$ cat src/rtl/pkt_xmit_if.sv
// pkt_xmit_if: write-side handshake and serial-line bundle for pkt_xmit.
//   data_in  : byte offered for transmission
//   writing  : one-cycle write strobe
//   ready    : holding register empty, a write will be accepted
//   overrun  : sticky, a write was dropped because the holding register was full
//   busy     : a frame (header, body or gap) is in progress
//   data_out : registered serial line towards the header-matching receiver
// master = the byte producer, slave = the transmitter.
interface pkt_xmit_if;
  logic [7:0] data_in;
  logic       writing;
  logic       ready;
  logic       overrun;
  logic       busy;
  logic       data_out;

  modport master (
    output data_in, writing,
    input  ready, overrun, busy, data_out
  );

  modport slave (
    input  data_in, writing,
    output ready, overrun, busy, data_out
  );
endinterface

$ cat src/rtl/pkt_xmit.sv
// pkt_xmit: serial packet transmitter.
// Each accepted byte goes through a single-entry holding register into a
// 16-bit shifter and leaves as {MATCH, byte}, MSB first, one bit per clock,
// followed by GAP idle zeros. The line idles at 0 between frames.
// Ports:
//   clock : system clock, rising edge
//   reset : asynchronous, active-high
//   bus   : pkt_xmit_if.slave (data_in, writing in; ready, overrun, busy,
//           data_out out). All outputs come straight from flops.
module pkt_xmit #(
  parameter logic [7:0]  MATCH = 8'hA5,
  parameter int unsigned GAP   = 1
) (
  input logic      clock,
  input logic      reset,
  pkt_xmit_if.slave bus
);

  typedef enum logic [1:0] {S_IDLE, S_HEAD, S_BODY, S_GAP} state_t;

  // Only meaningful when GAP > 0; the S_GAP state is unreachable otherwise.
  localparam logic [3:0] GAP_LAST = 4'(GAP - 1);

  state_t      state, state_n;
  logic [15:0] shift, shift_n;
  logic [7:0]  hold, hold_n;
  logic        ready, ready_n;
  logic        overrun, overrun_n;
  logic        busy, busy_n;
  logic [2:0]  bitcnt, bitcnt_n;
  logic [3:0]  gapcnt, gapcnt_n;
  logic        load;

  always_ff @(posedge clock or posedge reset) begin
    if (reset) begin
      state   <= S_IDLE;
      shift   <= '0;
      hold    <= '0;
      ready   <= 1'b1;
      overrun <= 1'b0;
      busy    <= 1'b0;
      bitcnt  <= '0;
      gapcnt  <= '0;
    end else begin
      state   <= state_n;
      shift   <= shift_n;
      hold    <= hold_n;
      ready   <= ready_n;
      overrun <= overrun_n;
      busy    <= busy_n;
      bitcnt  <= bitcnt_n;
      gapcnt  <= gapcnt_n;
    end
  end

  always_comb begin
    state_n   = state;
    shift_n   = shift;
    hold_n    = hold;
    ready_n   = ready;
    overrun_n = overrun;
    busy_n    = busy;
    bitcnt_n  = bitcnt;
    gapcnt_n  = gapcnt;
    load      = 1'b0;

    // Holding register: ready doubles as "hold empty".
    if (bus.writing) begin
      if (ready) begin
        hold_n    = bus.data_in;
        ready_n   = 1'b0;
        overrun_n = 1'b0;
      end else begin
        overrun_n = 1'b1;
      end
    end

    case (state)
      S_IDLE: begin
        if (!ready) load = 1'b1;
      end
      S_HEAD: begin
        // Zeros shift in from the bottom, so after 16 shifts the line is 0.
        shift_n = {shift[14:0], 1'b0};
        if (bitcnt == 3'd7) begin
          state_n  = S_BODY;
          bitcnt_n = '0;
        end else begin
          bitcnt_n = bitcnt + 3'd1;
        end
      end
      S_BODY: begin
        shift_n = {shift[14:0], 1'b0};
        if (bitcnt == 3'd7) begin
          bitcnt_n = '0;
          if (GAP != 0) begin
            state_n  = S_GAP;
            gapcnt_n = '0;
          end else if (!ready) begin
            load = 1'b1;
          end else begin
            state_n = S_IDLE;
            busy_n  = 1'b0;
          end
        end else begin
          bitcnt_n = bitcnt + 3'd1;
        end
      end
      S_GAP: begin
        if (gapcnt == GAP_LAST) begin
          if (!ready) begin
            load = 1'b1;
          end else begin
            state_n = S_IDLE;
            busy_n  = 1'b0;
          end
        end else begin
          gapcnt_n = gapcnt + 4'd1;
        end
      end
      default: state_n = S_IDLE;
    endcase

    // Transfer only happens with the hold full, hence ready=0, so it can never
    // collide with an accepted write; it may coincide with an overrun.
    if (load) begin
      shift_n  = {MATCH, hold};
      ready_n  = 1'b1;
      busy_n   = 1'b1;
      state_n  = S_HEAD;
      bitcnt_n = '0;
      gapcnt_n = '0;
    end
  end

  // The top shifter bit is the line itself, so data_out is a flop output.
  assign bus.data_out = shift[15];
  assign bus.ready    = ready;
  assign bus.overrun  = overrun;
  assign bus.busy     = busy;

endmodule

$ cat src/flat_wrapper.sv
// flat-port wrapper written by rule: the top's interface ports become plain ports
module pkt_xmit_flat 
#(
  parameter logic [7:0]  MATCH = 8'hA5,
  parameter int unsigned GAP   = 1
)
  (clock, reset, bus_data_in, bus_writing, bus_ready, bus_overrun, bus_busy, bus_data_out);
  pkt_xmit_if bus_i ();
  input logic clock;
  input logic reset;
  input wire logic [$bits(bus_i.data_in)-1:0] bus_data_in;
  input wire logic [$bits(bus_i.writing)-1:0] bus_writing;
  output wire logic [$bits(bus_i.ready)-1:0] bus_ready;
  output wire logic [$bits(bus_i.overrun)-1:0] bus_overrun;
  output wire logic [$bits(bus_i.busy)-1:0] bus_busy;
  output wire logic [$bits(bus_i.data_out)-1:0] bus_data_out;
  assign bus_i.data_in = bus_data_in;
  assign bus_i.writing = bus_writing;
  assign bus_ready = bus_i.ready;
  assign bus_overrun = bus_i.overrun;
  assign bus_busy = bus_i.busy;
  assign bus_data_out = bus_i.data_out;
  pkt_xmit #(.MATCH(MATCH), .GAP(GAP)) u_core (.clock(clock), .reset(reset), .bus(bus_i));
endmodule
$ cat config.mk
export PLATFORM = sky130hd
export DESIGN_NAME = pkt_xmit_flat
export DESIGN_NICKNAME = d
export VERILOG_FILES = /design/src/rtl/pkt_xmit_if.sv /design/src/rtl/pkt_xmit.sv /design/src/flat_wrapper.sv
export SDC_FILE = /design/constraint.sdc
export NUM_CORES = 1
export LEC_CHECK = 0
export ABC_CLOCK_PERIOD_IN_PS = 3300
export BUFFER_PORTS_ARGS = -buffer_cell sky130_fd_sc_hd__buf_2
export CORE_UTILIZATION = 45
export DETAILED_ROUTE_END_ITERATION = 16
export PLACE_DENSITY = 0.71
export RECOVER_POWER = 100
export SLEW_MARGIN = 10
export SYNTH_ARGS = -nofsm -noshare
export SYNTH_HDL_FRONTEND = slang
export SYNTH_SLANG_ARGS = --single-unit
$ cat constraint.sdc
create_clock -name clock -period 3.3 [get_ports clock]
set_input_delay 0.165 -clock clock [delete_from_list [all_inputs] [get_ports clock]]
set_output_delay 0.165 -clock clock [all_outputs]
set_load 0.03 [all_outputs]
==> reports/results.ini <==
[run_status]
status = finished with violations
failed_checks = max-capacitance violations, max-slew violations

[placed_design]
routabilityCongestion = 0.813
dpl.hpwl_mm = 2.12
port_buffers = 14
placed_area_um2 = 1840

[floorplanning]
fp.dieW_um = 64.1
dieArea_um2 = 4110
die_h_um = 64.1
io_pins = 15
rows = 22
start_util_pct = 47.0
core_area_um2 = 3690

[final_layout]
nets = 205
layout-drive-gt1-share_pct = 15.6
n_antenna_cell = 0
final_area_um2 = 1930
fill_cells = 350
syn_to_final_growth_pct = 11.3

[sta]
setup_viol = 0
whs_ps = 83.0
final.min_clock_period_ps = 2210
relSlewSlack_pct = -24.4
timing.fmax_mhz = 453
finalHoldViolations = 0
worst_pin_slew_ps = 1870
skew_ps = 5.59
tns_ps = 0
final_max_slew_viol_count = 37
rsz0062_at_grt = no
period_share_pct = 66.8

[routing]
routed_via_density = 5.31
wl_per_cell_um = 13.5
drtPass1Iterations = 4
drc = 0
drt_iter0_markers = 79
vias = 1243
ant_nets = 0
routed_wl_mm = 3.17

[clock_network]
clkSinkCount = 36
post_cts_buffers = 0
cts_tree = built
clk_latency_ps = 290
htreeDepth = 2
cts-root-buf = clkbuf_8
clk_pin_slew_ps = 70
cts.path.max_buffers = 2
cts_resized = 0
hold_buffers = 1
cts_buffers = 5

[yosys]
synth_top_cell_area_share_pct = 50.5
synth.distinct_cells = 33
ys.flop_type = dfrtp_1
ys_ff_latch = 36
syn_nets = 188
ys_warn_count = 0
async_reset_ff_share_pct = 100
ys_seq_area_share_pct = 52.0
synth_top_cell_by_area = dfrtp_1
synth_edf_count = 0
synthTopCellsByArea = dfrtp_1, ha_1, nand2_1
synth_area_per_cell_um2 = 10.3
netlist_area_um2 = 1730
synth_cells = 168

[critical_path]
crit_fanout = 12
path_class = flip-flop to flip-flop
cp-start-kind = flip-flop
crit_path_end_kind = flip-flop
crit_arrival_ps = 2410
required_ps = 3510

[power]
powerDensity_nw_per_um2 = 1060
leakage_nw = 0.863
vdd_drop_max_mv = 0.459
p_total_w = 0.00204

[run]
max_cap_viol_count = 1

[worst_hold_path]
hp-class = primary input to flip-flop

[grt]
grt_remaining_overflow = 0
grt_util_all_layers_pct = 17.3
grt_max_degree = 41
grt_pass1_wl_mm = 5.45
antenna_found_initial = 0
grt_pass1_vias = 1235

flip-flops by register name, indices dropped and copies added, names as in the netlist:
signal and flops:
u_core.bitcnt 3, u_core.bus.busy 1, u_core.bus.overrun 1, u_core.bus.ready 1
u_core.gapcnt 4, u_core.hold 8, u_core.shift 16, u_core.state 2
cell usage in the layout (no fill, tap or decap):
cell / synthesis / layout
o21ai_1: 11 / 1
and4bb_1: 0 / 1
dlygate4sd3_1: 0 / 1
o31ai_1: 1 / 1
a2bb2oi_1: 1 / 1
a22oi_4: 1 / 1
nand2_1: 28 / 28
nor2b_1: 8 / 8
o21a_1: 2 / 2
inv_1: 7 / 7
nand2b_1: 1 / 1
mux2i_1: 1 / 1
a31oi_1: 1 / 1
nand4bb_1: 2 / 2
buf_4: 2 / 1
clkinvlp_4: 0 / 1
mux2_2: 8 / 8
dfstp_1: 0 / 1
and2_1: 1 / 1
nand4b_1: 1 / 1
clkbuf_8: 0 / 6
a211o_1: 1 / 1
nand3b_1: 1 / 1
nor4_1: 1 / 1
dfrtp_1: 35 / 35
ha_1: 9 / 9
o22ai_1: 1 / 1
or3b_4: 1 / 1
o21ai_0: 3 / 13
buf_2: 0 / 10
clkbuf_1: 4 / 6
o21ai_4: 1 / 1
a21oi_1: 20 / 20
nand3_1: 2 / 2
a211oi_1: 1 / 1
nor2_1: 9 / 9
critical path, cell delays in order, from the launching register on:
cell and delay [ps]:
dfrtp_1 420, ha_1 410, nand4bb_1 200, a21oi_1 750, a21oi_1 160, a21oi_1 190
cell families after synthesis:
family	after synthesis	share of synthesized area, %
adders and majority gates	9	6.49
AOI/OAI and AO/OA	44	15.4
buffers and inverters	14	3.90
muxes	9	5.77
and+or+nand+nor	56	16.4
DFF	36	52.0
power by group:
part,internal (W),leakage [nW],switching [W]
Sequential,0.000651,0.435,0.000124
Combinational,0.000363,0.384,0.000576
Clock,0.000170,0.0445,0.000159
cell usage after synthesis, types with 2 or more instances:
cell / instances
dfrtp_1: 35
mux2_2: 8
buf_4: 2
nor2b_1: 8
nand2_1: 28
clkbuf_1: 4
inv_1: 7
o21ai_0: 3
nand3_1: 2
ha_1: 9
nor2_1: 9
a21oi_1: 20
o21ai_1: 11
nand4bb_1: 2
o21a_1: 2
area by class of cell:
cell class                      instances  area (um2)  area share (%)
Clock buffer                            7        86.3            4.47
Timing Repair Buffer                   17        86.3            4.47
Inverter                                7        26.3            1.36
Sequential cell                        36         902            46.8
Tap cell                               48        60.1            3.11
Multi-Input combinational cell        118         761            39.4
Clock inverter                          1        7.51           0.389
stage by stage:
stage               utilization, %  std cells  setup slack (ps)
floorplan                        -        168              1640
global placement              49.8        225              1220
detailed placement            49.8        225              1100
CTS                           52.6        234              1090
global route                  52.3        234               606
finish                        52.3        234              1090
final timing paths:
path	cells after the start	end	start	slack, ps
setup / recovery	5	u_core.shift[2]	u_core.state[0]	1090
hold / removal	2	u_core.bus.ready	bus_writing	80
setup reg to reg	5	u_core.shift[2]	u_core.state[0]	1090
hold reg to reg	2	u_core.shift[8]	u_core.shift[7]	490
max in group asynchronous	4	u_core.shift[3]	reset	1150
min in group asynchronous	4	u_core.bitcnt[0]	reset	1080
per-layer routing:
| layer | share of wire [%] | vias to the layer above | global-route usage (%) | wire length, um |
|---|---|---|---|---|
| li1 | - | 603 | - | - |
| met2 | 51 | 17 | 28.9 | 1600 |
| met4 | 1.5 | 0 | 8.24 | 47 |
| met1 | 46 | 618 | 21.1 | 1440 |
| met5 | 0 | - | 0 | 0 |
| met3 | 2.3 | 5 | 3.93 | 74 |
Note: power is estimated with default switching activity, not from simulation.
